`config.mk`:
```
export PLATFORM = sky130hd
export DESIGN_NAME = codificador_teclado_debounce_flat
export DESIGN_NICKNAME = d
export VERILOG_FILES = /design/src/rtl/codificador_teclado_debounce_if.sv /design/src/rtl/codificador_teclado_debounce.sv /design/src/flat_wrapper.sv
export SDC_FILE = /design/constraint.sdc
export NUM_CORES = 1
export LEC_CHECK = 0
export ABC_AREA = 1
export ABC_CLOCK_PERIOD_IN_PS = 2100
export CORE_MARGIN = 3
export CORE_UTILIZATION = 53
export CTS_CLUSTER_DIAMETER = 50
export DETAILED_ROUTE_END_ITERATION = 7
export GPL_TIMING_DRIVEN = 0
export PLACE_DENSITY = 0.81
export SLEW_MARGIN = 20
export SYNTH_ARGS = -nofsm -noshare
export SYNTH_HDL_FRONTEND = slang
export SYNTH_SLANG_ARGS = --single-unit
```
`constraint.sdc`:
```
create_clock -name clock -period 2.1 [get_ports clock]
set_input_delay 0.315 -clock clock [delete_from_list [all_inputs] [get_ports clock]]
set_output_delay 0.315 -clock clock [all_outputs]
set_load 0.005 [all_outputs]
```
`src/rtl/codificador_teclado_debounce_if.sv`:
```
// rtl/codificador_teclado_debounce_if.sv - keypad-side and timer-side signal bundle for the debounce encoder
//
// Purpose: groups the raw keypad lines, the press enable and the encoded
// outputs that feed the timer digit registers.
//
// Signals:
//   teclado_microondas [N_TECLAS] raw key lines, 1 = pressed
//   enablen                       active-low enable for press events
//   saida_cod          [COD_W]    code of the last accepted key
//   loadn                         active-low one-cycle strobe for a new saida_cod
//   tecla_ativa                   high while a debounced key is held
//   multipla                      more than one line set at the accept instant
//
// Modports:
//   master - keypad/timer side (drives keys and enable, receives code)
//   slave  - the encoder itself
interface codificador_teclado_debounce_if #(
    parameter int N_TECLAS = 10,
    parameter int COD_W    = 4
);
    logic [N_TECLAS-1:0] teclado_microondas;
    logic                enablen;
    logic [COD_W-1:0]    saida_cod;
    logic                loadn;
    logic                tecla_ativa;
    logic                multipla;

    modport master (
        output teclado_microondas,
        output enablen,
        input  saida_cod,
        input  loadn,
        input  tecla_ativa,
        input  multipla
    );

    modport slave (
        input  teclado_microondas,
        input  enablen,
        output saida_cod,
        output loadn,
        output tecla_ativa,
        output multipla
    );
endinterface

```
`src/rtl/codificador_teclado_debounce.sv`:
```
// rtl/codificador_teclado_debounce.sv - debounced priority encoder for the microwave keypad
//
// Purpose: registers the raw keypad lines, filters contact bounce on press
// and on release, and on each accepted press emits the highest pressed key
// index as a binary code with a one-cycle active-low load strobe.
//
// Ports:
//   clock  - system clock, rising edge
//   reset  - synchronous, active-high
//   bus    - codificador_teclado_debounce_if.slave
//            (teclado_microondas, enablen in; saida_cod, loadn,
//             tecla_ativa, multipla out)
//
// Optional feature macro: TECLADO_REPETICAO_EN
//   defined   - while a key stays held with enablen low, loadn is re-strobed
//               every REPETE_CICLOS clocks carrying the currently held code
//   undefined - one strobe per press, no repeat counter
module codificador_teclado_debounce #(
    parameter int N_TECLAS        = 10,
    parameter int COD_W           = 4,
    parameter int DEBOUNCE_CICLOS = 4,
    parameter int REPETE_CICLOS   = 1000
) (
    input  logic                          clock,
    input  logic                          reset,
    codificador_teclado_debounce_if.slave bus
);

    localparam int                  CNT_W         = $clog2(DEBOUNCE_CICLOS + 1);
    localparam bit                  ACEITA_DIRETO = (DEBOUNCE_CICLOS == 1);
    localparam logic [N_TECLAS-1:0] UM            = N_TECLAS'(1);

    if (DEBOUNCE_CICLOS < 1 || REPETE_CICLOS < 1 || (1 << COD_W) < N_TECLAS) begin : g_parametro_invalido
        $error("codificador_teclado_debounce: invalid parameter set");
    end

    typedef enum logic [1:0] {
        OCIOSO,
        FILTRO,
        PRESSIONADO,
        SOLTURA
    } estado_t;

    estado_t             estado;
    logic [N_TECLAS-1:0] tec_r;
    logic [COD_W-1:0]    cod_atual;
    logic [COD_W-1:0]    cod_cand;
    logic                algum;
    logic                varias;
    logic [CNT_W-1:0]    cnt;
    logic [CNT_W-1:0]    cnt_inc;

    logic [COD_W-1:0]    saida_cod_r;
    logic                loadn_r;
    logic                tecla_ativa_r;
    logic                multipla_r;

`ifdef TECLADO_REPETICAO_EN
    localparam int REP_W = $clog2(REPETE_CICLOS + 1);
    logic [REP_W-1:0] rep_cnt;
`endif

    // Later (higher) indices overwrite earlier ones, so the highest pressed
    // line wins.
    always_comb begin
        cod_atual = '0;
        for (int i = 0; i < N_TECLAS; i++) begin
            if (tec_r[i]) begin
                cod_atual = COD_W'(i);
            end
        end
    end

    assign algum   = |tec_r;
    // Clearing the lowest set bit leaves something only if two or more were set.
    assign varias  = |(tec_r & (tec_r - UM));
    assign cnt_inc = cnt + CNT_W'(1);

    always_ff @(posedge clock) begin
        if (reset) begin
            tec_r         <= '0;
            estado        <= OCIOSO;
            cnt           <= '0;
            cod_cand      <= '0;
            saida_cod_r   <= '0;
            loadn_r       <= 1'b1;
            tecla_ativa_r <= 1'b0;
            multipla_r    <= 1'b0;
`ifdef TECLADO_REPETICAO_EN
            rep_cnt       <= '0;
`endif
        end else begin
            tec_r   <= bus.teclado_microondas;
            // The strobe is only ever asserted for the single edge that sets it.
            loadn_r <= 1'b1;

            case (estado)
                OCIOSO: begin
                    if (algum && !bus.enablen) begin
                        cod_cand <= cod_atual;
                        cnt      <= CNT_W'(1);
                        if (ACEITA_DIRETO) begin
                            // One matching sample already satisfies the filter.
                            estado        <= PRESSIONADO;
                            saida_cod_r   <= cod_atual;
                            loadn_r       <= 1'b0;
                            tecla_ativa_r <= 1'b1;
                            multipla_r    <= varias;
`ifdef TECLADO_REPETICAO_EN
                            rep_cnt       <= '0;
`endif
                        end else begin
                            estado <= FILTRO;
                        end
                    end
                end

                FILTRO: begin
                    // Any disagreement aborts; the disagreeing sample does not
                    // seed a new candidate, OCIOSO picks up from the next one.
                    if (bus.enablen || !algum || (cod_atual != cod_cand)) begin
                        estado <= OCIOSO;
                        cnt    <= '0;
                    end else if (cnt_inc == CNT_W'(DEBOUNCE_CICLOS)) begin
                        estado        <= PRESSIONADO;
                        cnt           <= '0;
                        saida_cod_r   <= cod_cand;
                        loadn_r       <= 1'b0;
                        tecla_ativa_r <= 1'b1;
                        multipla_r    <= varias;
`ifdef TECLADO_REPETICAO_EN
                        rep_cnt       <= '0;
`endif
                    end else begin
                        cnt <= cnt_inc;
                    end
                end

                PRESSIONADO: begin
                    // Code changes while held are ignored; only full release
                    // (all lines low) is tracked, regardless of enablen.
                    if (!algum) begin
`ifdef TECLADO_REPETICAO_EN
                        rep_cnt <= '0;
`endif
                        if (ACEITA_DIRETO) begin
                            estado        <= OCIOSO;
                            cnt           <= '0;
                            tecla_ativa_r <= 1'b0;
                        end else begin
                            estado <= SOLTURA;
                            cnt    <= CNT_W'(1);
                        end
                    end
`ifdef TECLADO_REPETICAO_EN
                    else if (bus.enablen) begin
                        rep_cnt <= '0;
                    end else if (rep_cnt == REP_W'(REPETE_CICLOS - 1)) begin
                        rep_cnt     <= '0;
                        loadn_r     <= 1'b0;
                        saida_cod_r <= cod_atual;
                        multipla_r  <= varias;
                    end else begin
                        rep_cnt <= rep_cnt + REP_W'(1);
                    end
`endif
                end

                SOLTURA: begin
                    if (algum) begin
                        // Release bounce: key is still considered held, no strobe.
                        estado <= PRESSIONADO;
                        cnt    <= '0;
                    end else if (cnt_inc == CNT_W'(DEBOUNCE_CICLOS)) begin
                        estado        <= OCIOSO;
                        cnt           <= '0;
                        tecla_ativa_r <= 1'b0;
                    end else begin
                        cnt <= cnt_inc;
                    end
                end

                default: begin
                    estado <= OCIOSO;
                    cnt    <= '0;
                end
            endcase
        end
    end

    assign bus.saida_cod   = saida_cod_r;
    assign bus.loadn       = loadn_r;
    assign bus.tecla_ativa = tecla_ativa_r;
    assign bus.multipla    = multipla_r;

endmodule

```
`src/flat_wrapper.sv`:
```
// flat-port wrapper written by rule: the top's interface ports become plain ports
module codificador_teclado_debounce_flat 
#(
    parameter int N_TECLAS        = 10,
    parameter int COD_W           = 4,
    parameter int DEBOUNCE_CICLOS = 4,
    parameter int REPETE_CICLOS   = 1000
)
  (clock, reset, bus_teclado_microondas, bus_enablen, bus_saida_cod, bus_loadn, bus_tecla_ativa, bus_multipla);
  codificador_teclado_debounce_if #(.N_TECLAS(N_TECLAS), .COD_W(COD_W)) bus_i ();
  input  logic clock;
  input  logic reset;
  input wire logic [$bits(bus_i.teclado_microondas)-1:0] bus_teclado_microondas;
  input wire logic [$bits(bus_i.enablen)-1:0] bus_enablen;
  output wire logic [$bits(bus_i.saida_cod)-1:0] bus_saida_cod;
  output wire logic [$bits(bus_i.loadn)-1:0] bus_loadn;
  output wire logic [$bits(bus_i.tecla_ativa)-1:0] bus_tecla_ativa;
  output wire logic [$bits(bus_i.multipla)-1:0] bus_multipla;
  assign bus_i.teclado_microondas = bus_teclado_microondas;
  assign bus_i.enablen = bus_enablen;
  assign bus_saida_cod = bus_i.saida_cod;
  assign bus_loadn = bus_i.loadn;
  assign bus_tecla_ativa = bus_i.tecla_ativa;
  assign bus_multipla = bus_i.multipla;
  codificador_teclado_debounce #(.N_TECLAS(N_TECLAS), .COD_W(COD_W), .DEBOUNCE_CICLOS(DEBOUNCE_CICLOS), .REPETE_CICLOS(REPETE_CICLOS)) u_core (.clock(clock), .reset(reset), .bus(bus_i));
endmodule
```
==> metrics.md <==
| Metric | Value |
|---|---|
| Status | `finished clean` |
| Worst path buffer plus inverter count | `0` |
| Core area | `~2300 sq um` |
| RSZ-0062 raised after global routing | `false` |
| Cell variety after synth | `26` |
| H-tree depth | `1` |
| Synth Warn # | `0` |
| Longest Clk Path Bufs | `2` |
| Syn Nets | `between 200 and 250` |
| #FFs+latches synth | `26` |
| Fin Setup TNS | `0 ns` |
| Final critical-path required period | `roughly 1.8 ns` |
| Power per standard cell area | `roughly 590 nW/um^2` |
| Max Cap Viol | `0` |
| Root Buffer | `clkbuf_4` |
| Worst Setup SP | `u_core.tec_r[9]` |
| Reg2Reg Setup Slack | `~0.33 ns` |
| Initial Util | `about three fifths` |
| Slowest Stage Delay on Critical Path | `0.36 ns` |
| Slew margin rel. | `a little under three quarters` |
| Vias | `approximately 1300` |
| Fin nets | `239` |
| Die width | `56.6 microns` |
| DP HPWL | `~2.2 mm` |
| Drt drc | `0` |
| Cells on worst reg2reg path | `12` |
| Post-Syn Area per Cell | `just under 7 sq um` |
| CP dominant cell by count | `nand2_1` |
| Mapped Cells | `201` |
| Crit share post-route | `a little over four fifths` |
| Count of pins over their slew limit | `0` |
| Design area | `~1600 sq um` |
| Worst slew pin tran | `roughly 0.44 ns` |
| CP Capture Type | `flip-flop` |
| Clk sink count | `26` |
| # Post-CTS Setup Buffers | `0` |
| Fillers | `roughly 210` |
| Vias in the first global route | `roughly 1200` |
| I/O pins | `20` |
| Cts repair resizes | `0` |
| Crit-path cells | `nor2_4, nand2_1, nand2_1, nand2_1, nor2_2, nand2_2, nor2_4, nand3_4, nor3_4, nand2_1, nand2_1, nor2_1` |
| Worst Path Max Fanout | `9` |
| Die footprint | `roughly 3200 sq um` |
| Leak pwr | `0.791 nW` |
| CTS Hold Buffers Added | `0` |
| Clk_lat worst skew | `0.32 ns` |
| CTS clock-pin slew for the worst setup and hold paths | `between 0.1 and 0.15 ns` |
| Mapped Area | `roughly 1400 sq um` |
| Initial DRC Count | `37` |
| Hold path startpoint | `reset` |
| Fraction of layout cells with a size suffix above 1 | `9.46%` |
| Grt ovf | `0` |
| Hold crit path type | `in -> reg` |
| Hold WS | `roughly 0.34 ns` |
| Initial antenna violation count | `0` |
| Routed Antenna Nets | `0` |
| Largest net degree at the start of global routing | `14` |
| Area post-placement | `~1600 sq um` |
| Startpoint types | `flip-flop` |
| Diode count | `0` |
| Worst path arrival time | `~2.0 ns` |
| Port bufs | `18` |
| Worst r2r src | `u_core.tec_r[9]` |
| Setup CP Type | `reg -> reg` |
| Area grow syn2layout | `17.5%` |
| Fmax | `about 0.56 GHz` |
| Peak VDD IR | `about 0.43 mV` |
| Vias per cell | `5.18` |
| Pre-antenna DRT Iters | `4` |
| Worst Path Required | `between 2 and 2.5 ns` |
| DRT Wirelength | `2.77 mm` |
| GRT Resource Usage Total | `19.2%` |
| DR WL/cell | `roughly 11 microns` |
| Die Height | `56.6 microns` |
| Hold Path End | `u_core.estado[1]` |
| Num CTS Buffers | `3` |
| FP Rows | `17` |
| Reg2Reg Capture Point | `u_core.bus.multipla` |
| Worst hold stages | `2` |
| Hold Fails Final Rpt | `0` |
| Worst Skew | `approximately 0.0053 ns` |
| Crit path max-delay family | `simple AND/OR/NAND/NOR gates` |
| Seq/Total Area, Yosys | `38.3%` |
| First-pass GRT wire length | `approximately 5 mm` |
| Crit-path slowest cell | `dfxtp_1` |
| Placer Congestion | `~0.89` |
| CTS tree | `yes` |
| Endpoints failing setup | `0` |
## area by class of cell
class                   count  area (sq um)  area share [%]
flip-flops and latches     26           520            32.6
multi-input cells         132           677            42.4
well taps                  28          35.0            2.19
clock buffers               3          22.5            1.41
plain buffers               3          11.3           0.705
repair buffers             18           180            11.3
inverters                  40           150            9.40
## registers in the layout, indices dropped and copies added (netlist names)
name / flops
u_core.estado: 2
u_core.bus.multipla: 1
u_core.tec_r: 10
u_core.bus.saida_cod: 4
u_core.bus.loadn: 1
u_core.cod_cand: 4
u_core.cnt: 3
u_core.bus.tecla_ativa: 1
## cells in the mapped netlist (all sizes together)
| cell | n | share of area (%) |
|---|---|---|
| nand4 | 1 | 0.46 |
| a21oi | 12 | 4.7 |
| a22oi | 1 | 0.55 |
| clkbuf | 3 | 0.83 |
| ha | 2 | 1.8 |
| nand3 | 16 | 6.8 |
| inv | 40 | 11 |
| or2 | 2 | 0.92 |
| dfxtp | 26 | 38 |
| nor2 | 33 | 12 |
| nand2 | 45 | 14 |
| a31oi | 1 | 0.46 |
| nor3 | 3 | 1.9 |
| o211ai | 1 | 0.55 |
| o21ai | 14 | 5.4 |
| a211oi | 1 | 0.55 |
## worst max path at each step
stage                           to  cells after the start  slack, ns
2_1_floorplan  u_core.bus.multipla                     12       0.56
3_3_place_gp   u_core.bus.multipla                      9       0.26
3_5_place_dp   u_core.bus.multipla                      9       0.22
4_1_cts        u_core.bus.multipla                     12       0.32
5_1_grt        u_core.bus.multipla                     12       0.15
6_report       u_core.bus.multipla                     12       0.33
## layout by cell type (no fill, tap or decap), drive strengths merged
cell type	instances
o211ai	1
a22oi	1
a21oi	12
ha	2
dfxtp	26
nor2	33
nand4	1
clkdlybuf4s50	18
inv	40
nand3	16
a31oi	1
o21ai	14
clkbuf	6
nor3	3
or2	2
a211oi	1
nand2	45
## cells by family after synthesis
group           after synthesis  share of synthesized area [%]
compound gates               30                           12.2
fa+ha+maj                     2                           1.84
buf+inv                      43                           11.9
flops                        26                           38.3
simple gates                100                           35.7
## per-layer routing
layer / vias to the layer above / track usage, % / wire [microns]
li1: 670 / - / -
met1: 574 / 23.4 / 1220
met2: 43 / 32.8 / 1330
met3: 7 / 2.99 / 155
met4: 0 / 8.47 / 61
met5: - / 0 / 0
## stage by stage
stage	setup WS (ns)	cells	power, W	util [%]
after floorplan	0.562	201	0.000679	-
after global placement	0.261	247	0.000721	67.9
after detailed placement	0.216	247	0.000732	67.9
after CTS	0.321	250	0.000939	68.9
after global routing	0.148	250	0.000983	68.9
final	0.325	250	0.000935	68.9
## worst reg2reg max path: cells and delay by family, from the launching register on
| family | cells | cell delay, ns |
|---|---|---|
| DFF | 1 | 0.36 |
| and+or+nand+nor | 12 | 1.34 |
## power by group
part	leakage [nW]	switching (W)	total, W	internal [W]
logic	0.563	0.000112	0.000184	0.0000717
clock network	0.0138	0.000143	0.000211	0.0000673
registers	0.214	0.0000234	0.000540	0.000517
(Power assumes the default switching activity.)
==> patch, RTL diff (same settings) <==
Add a define of `TECLADO_REPETICAO_EN`.
--- a/src/rtl/codificador_teclado_debounce.sv
+++ b/src/rtl/codificador_teclado_debounce.sv
@@ -15,6 +15,8 @@
 //   defined   - while a key stays held with enablen low, loadn is re-strobed
 //               every REPETE_CICLOS clocks carrying the currently held code
 //   undefined - one strobe per press, no repeat counter
+`define TECLADO_REPETICAO_EN
+
 module codificador_teclado_debounce #(
     parameter int N_TECLAS        = 10,
     parameter int COD_W           = 4,
Behaviour: same outputs for any inputs over 10 cycles, from zero or initial values and one cycle with reset high; that may be too few to reach the edited logic, so the function may still have changed.
==> patch against the original RTL <==
  * Via count is 46% higher
  * Clock power grew to 2.8 times the old value
  * Routed wire length is 39% higher
  * Clock skew is 5.9 ps higher
  * Count of clock-buffer cells in the layout is 3 higher
  * Area after synthesis is 53% higher
  * Global-route usage is 1.2 points lower
  * Setup slack worse by 57 ps
  * Power is 91% higher
  * Sequential cell count is 10 higher
  * Design area is 52% higher
  * First-iteration DRC count grew to 3.5 times the old value
  * Fmax is 3.1% lower
  * Final cell count is 58% higher
  * Critical endpoint is now u_core.estado[1]
  * Highest routed layer unchanged
==> patch: results (changes against the original RTL) <==
### Critical path
* **critical-path cell with the highest stage delay** sky130_fd_sc_hd__o21ai_1
* **worst reg2reg endpoint** u_core.estado[1]
* **Data arrival, critical path** 1990 ps, -20 ps
* **Worst Reg-to-Reg Cells** 10, -2

### STA
* **slew margin rel.** 67.7%, -3.1 points
* **post-layout worst setup margin** 268 ps, -57.4 ps

### Pwr
* **maximum vdd drop** 0.414 mV, -4.5%
* **sequential-cell power consumption** 794 µW, +47%
* **static leakage** 1.17 nW, +48%

### Global route
* **met3 usage in global routing** 4.86%, +1.9 points
* **global-route wire length before repair** 6420 µm, +30%
* **GRT Resource Usage Total** 18.0%, -1.2 points
* **number of global-route vias before repair** 1619, +33%
* **met1 Track Usage GR** 21.1%, -2.3 points

### Synth
* **Synth Instances** 321, +60%
* **Synth top cells by count** 67 x sky130_fd_sc_hd__nand2_1, 62 x sky130_fd_sc_hd__nor2_1, 58 x sky130_fd_sc_hd__inv_1
* **Synth cell types** 28, +7.7%
* **leading cell types by total area after synthesis** sky130_fd_sc_hd__dfxtp_1 35%, sky130_fd_sc_hd__nand2_1 12%, sky130_fd_sc_hd__nor2_1 11%, sky130_fd_sc_hd__inv_1 10%, sky130_fd_sc_hd__a21oi_1 5.1%
* **share of synthesized cell area in full adder, half adder and majority cells** 4.82%, +3.0 points
* **net count after synthesis** 342, +58%

### Placement
* **placed instance area** 0.00232 mm², +47%
* **worst setup slack after placement** 188 ps, -28.0 ps
* **final RePlAce weighted congestion** 0.813, -8.9%
* **Cells after DPL** 387, +57%
* **sum of net half-perimeters after detailed placement** 2960 µm, +36%

### Run status
* **outcome** complete, no violations

### Route
* **met3 WL post-DR** 142 µm, -8.4%
* **detailed-route wire length per cell** 9.74 µm, -12%
* **Avg Vias per Cell** 4.77, -7.8%

### Clocking
* **clock insertion delay at the later pin of the skew report** 290 ps, -30 ps
* **number of H-tree branching levels** 2, +1
* **clock transition time at the flip-flop clock pins of the worst setup and hold paths** 70 ps, -60 ps

### Finish
* **share of cells above drive strength 1** 8.36%, -1.1 points
* **count of placed standard cells in the final layout, fillers left out** 395, +58%

-- patch: cell types whose count changed in the layout (fill, tap and decap cells not counted), moves of 5 or more --
| cell | before | now |
|---|---|---|
| sky130_fd_sc_hd__a21oi_1 | 11 | 21 |
| sky130_fd_sc_hd__nor2_1 | 27 | 62 |
| sky130_fd_sc_hd__dfxtp_1 | 26 | 36 |
| sky130_fd_sc_hd__inv_1 | 38 | 58 |
| sky130_fd_sc_hd__nand2_1 | 41 | 67 |
| sky130_fd_sc_hd__ha_1 | 2 | 8 |
| sky130_fd_sc_hd__clkbuf_8 | 0 | 5 |
| sky130_fd_sc_hd__xor2_1 | 0 | 5 |
-- patch: final cells by class --
class,instances,area (µm²)
well taps,48,60.1
fillers,341,1290
multi-input cells,218,1090
plain buffers,5,35.0
flip-flops and latches,36,721
clock buffers,6,72.6
inverters,62,233
repair buffers,18,180
clock inverters,2,35.0
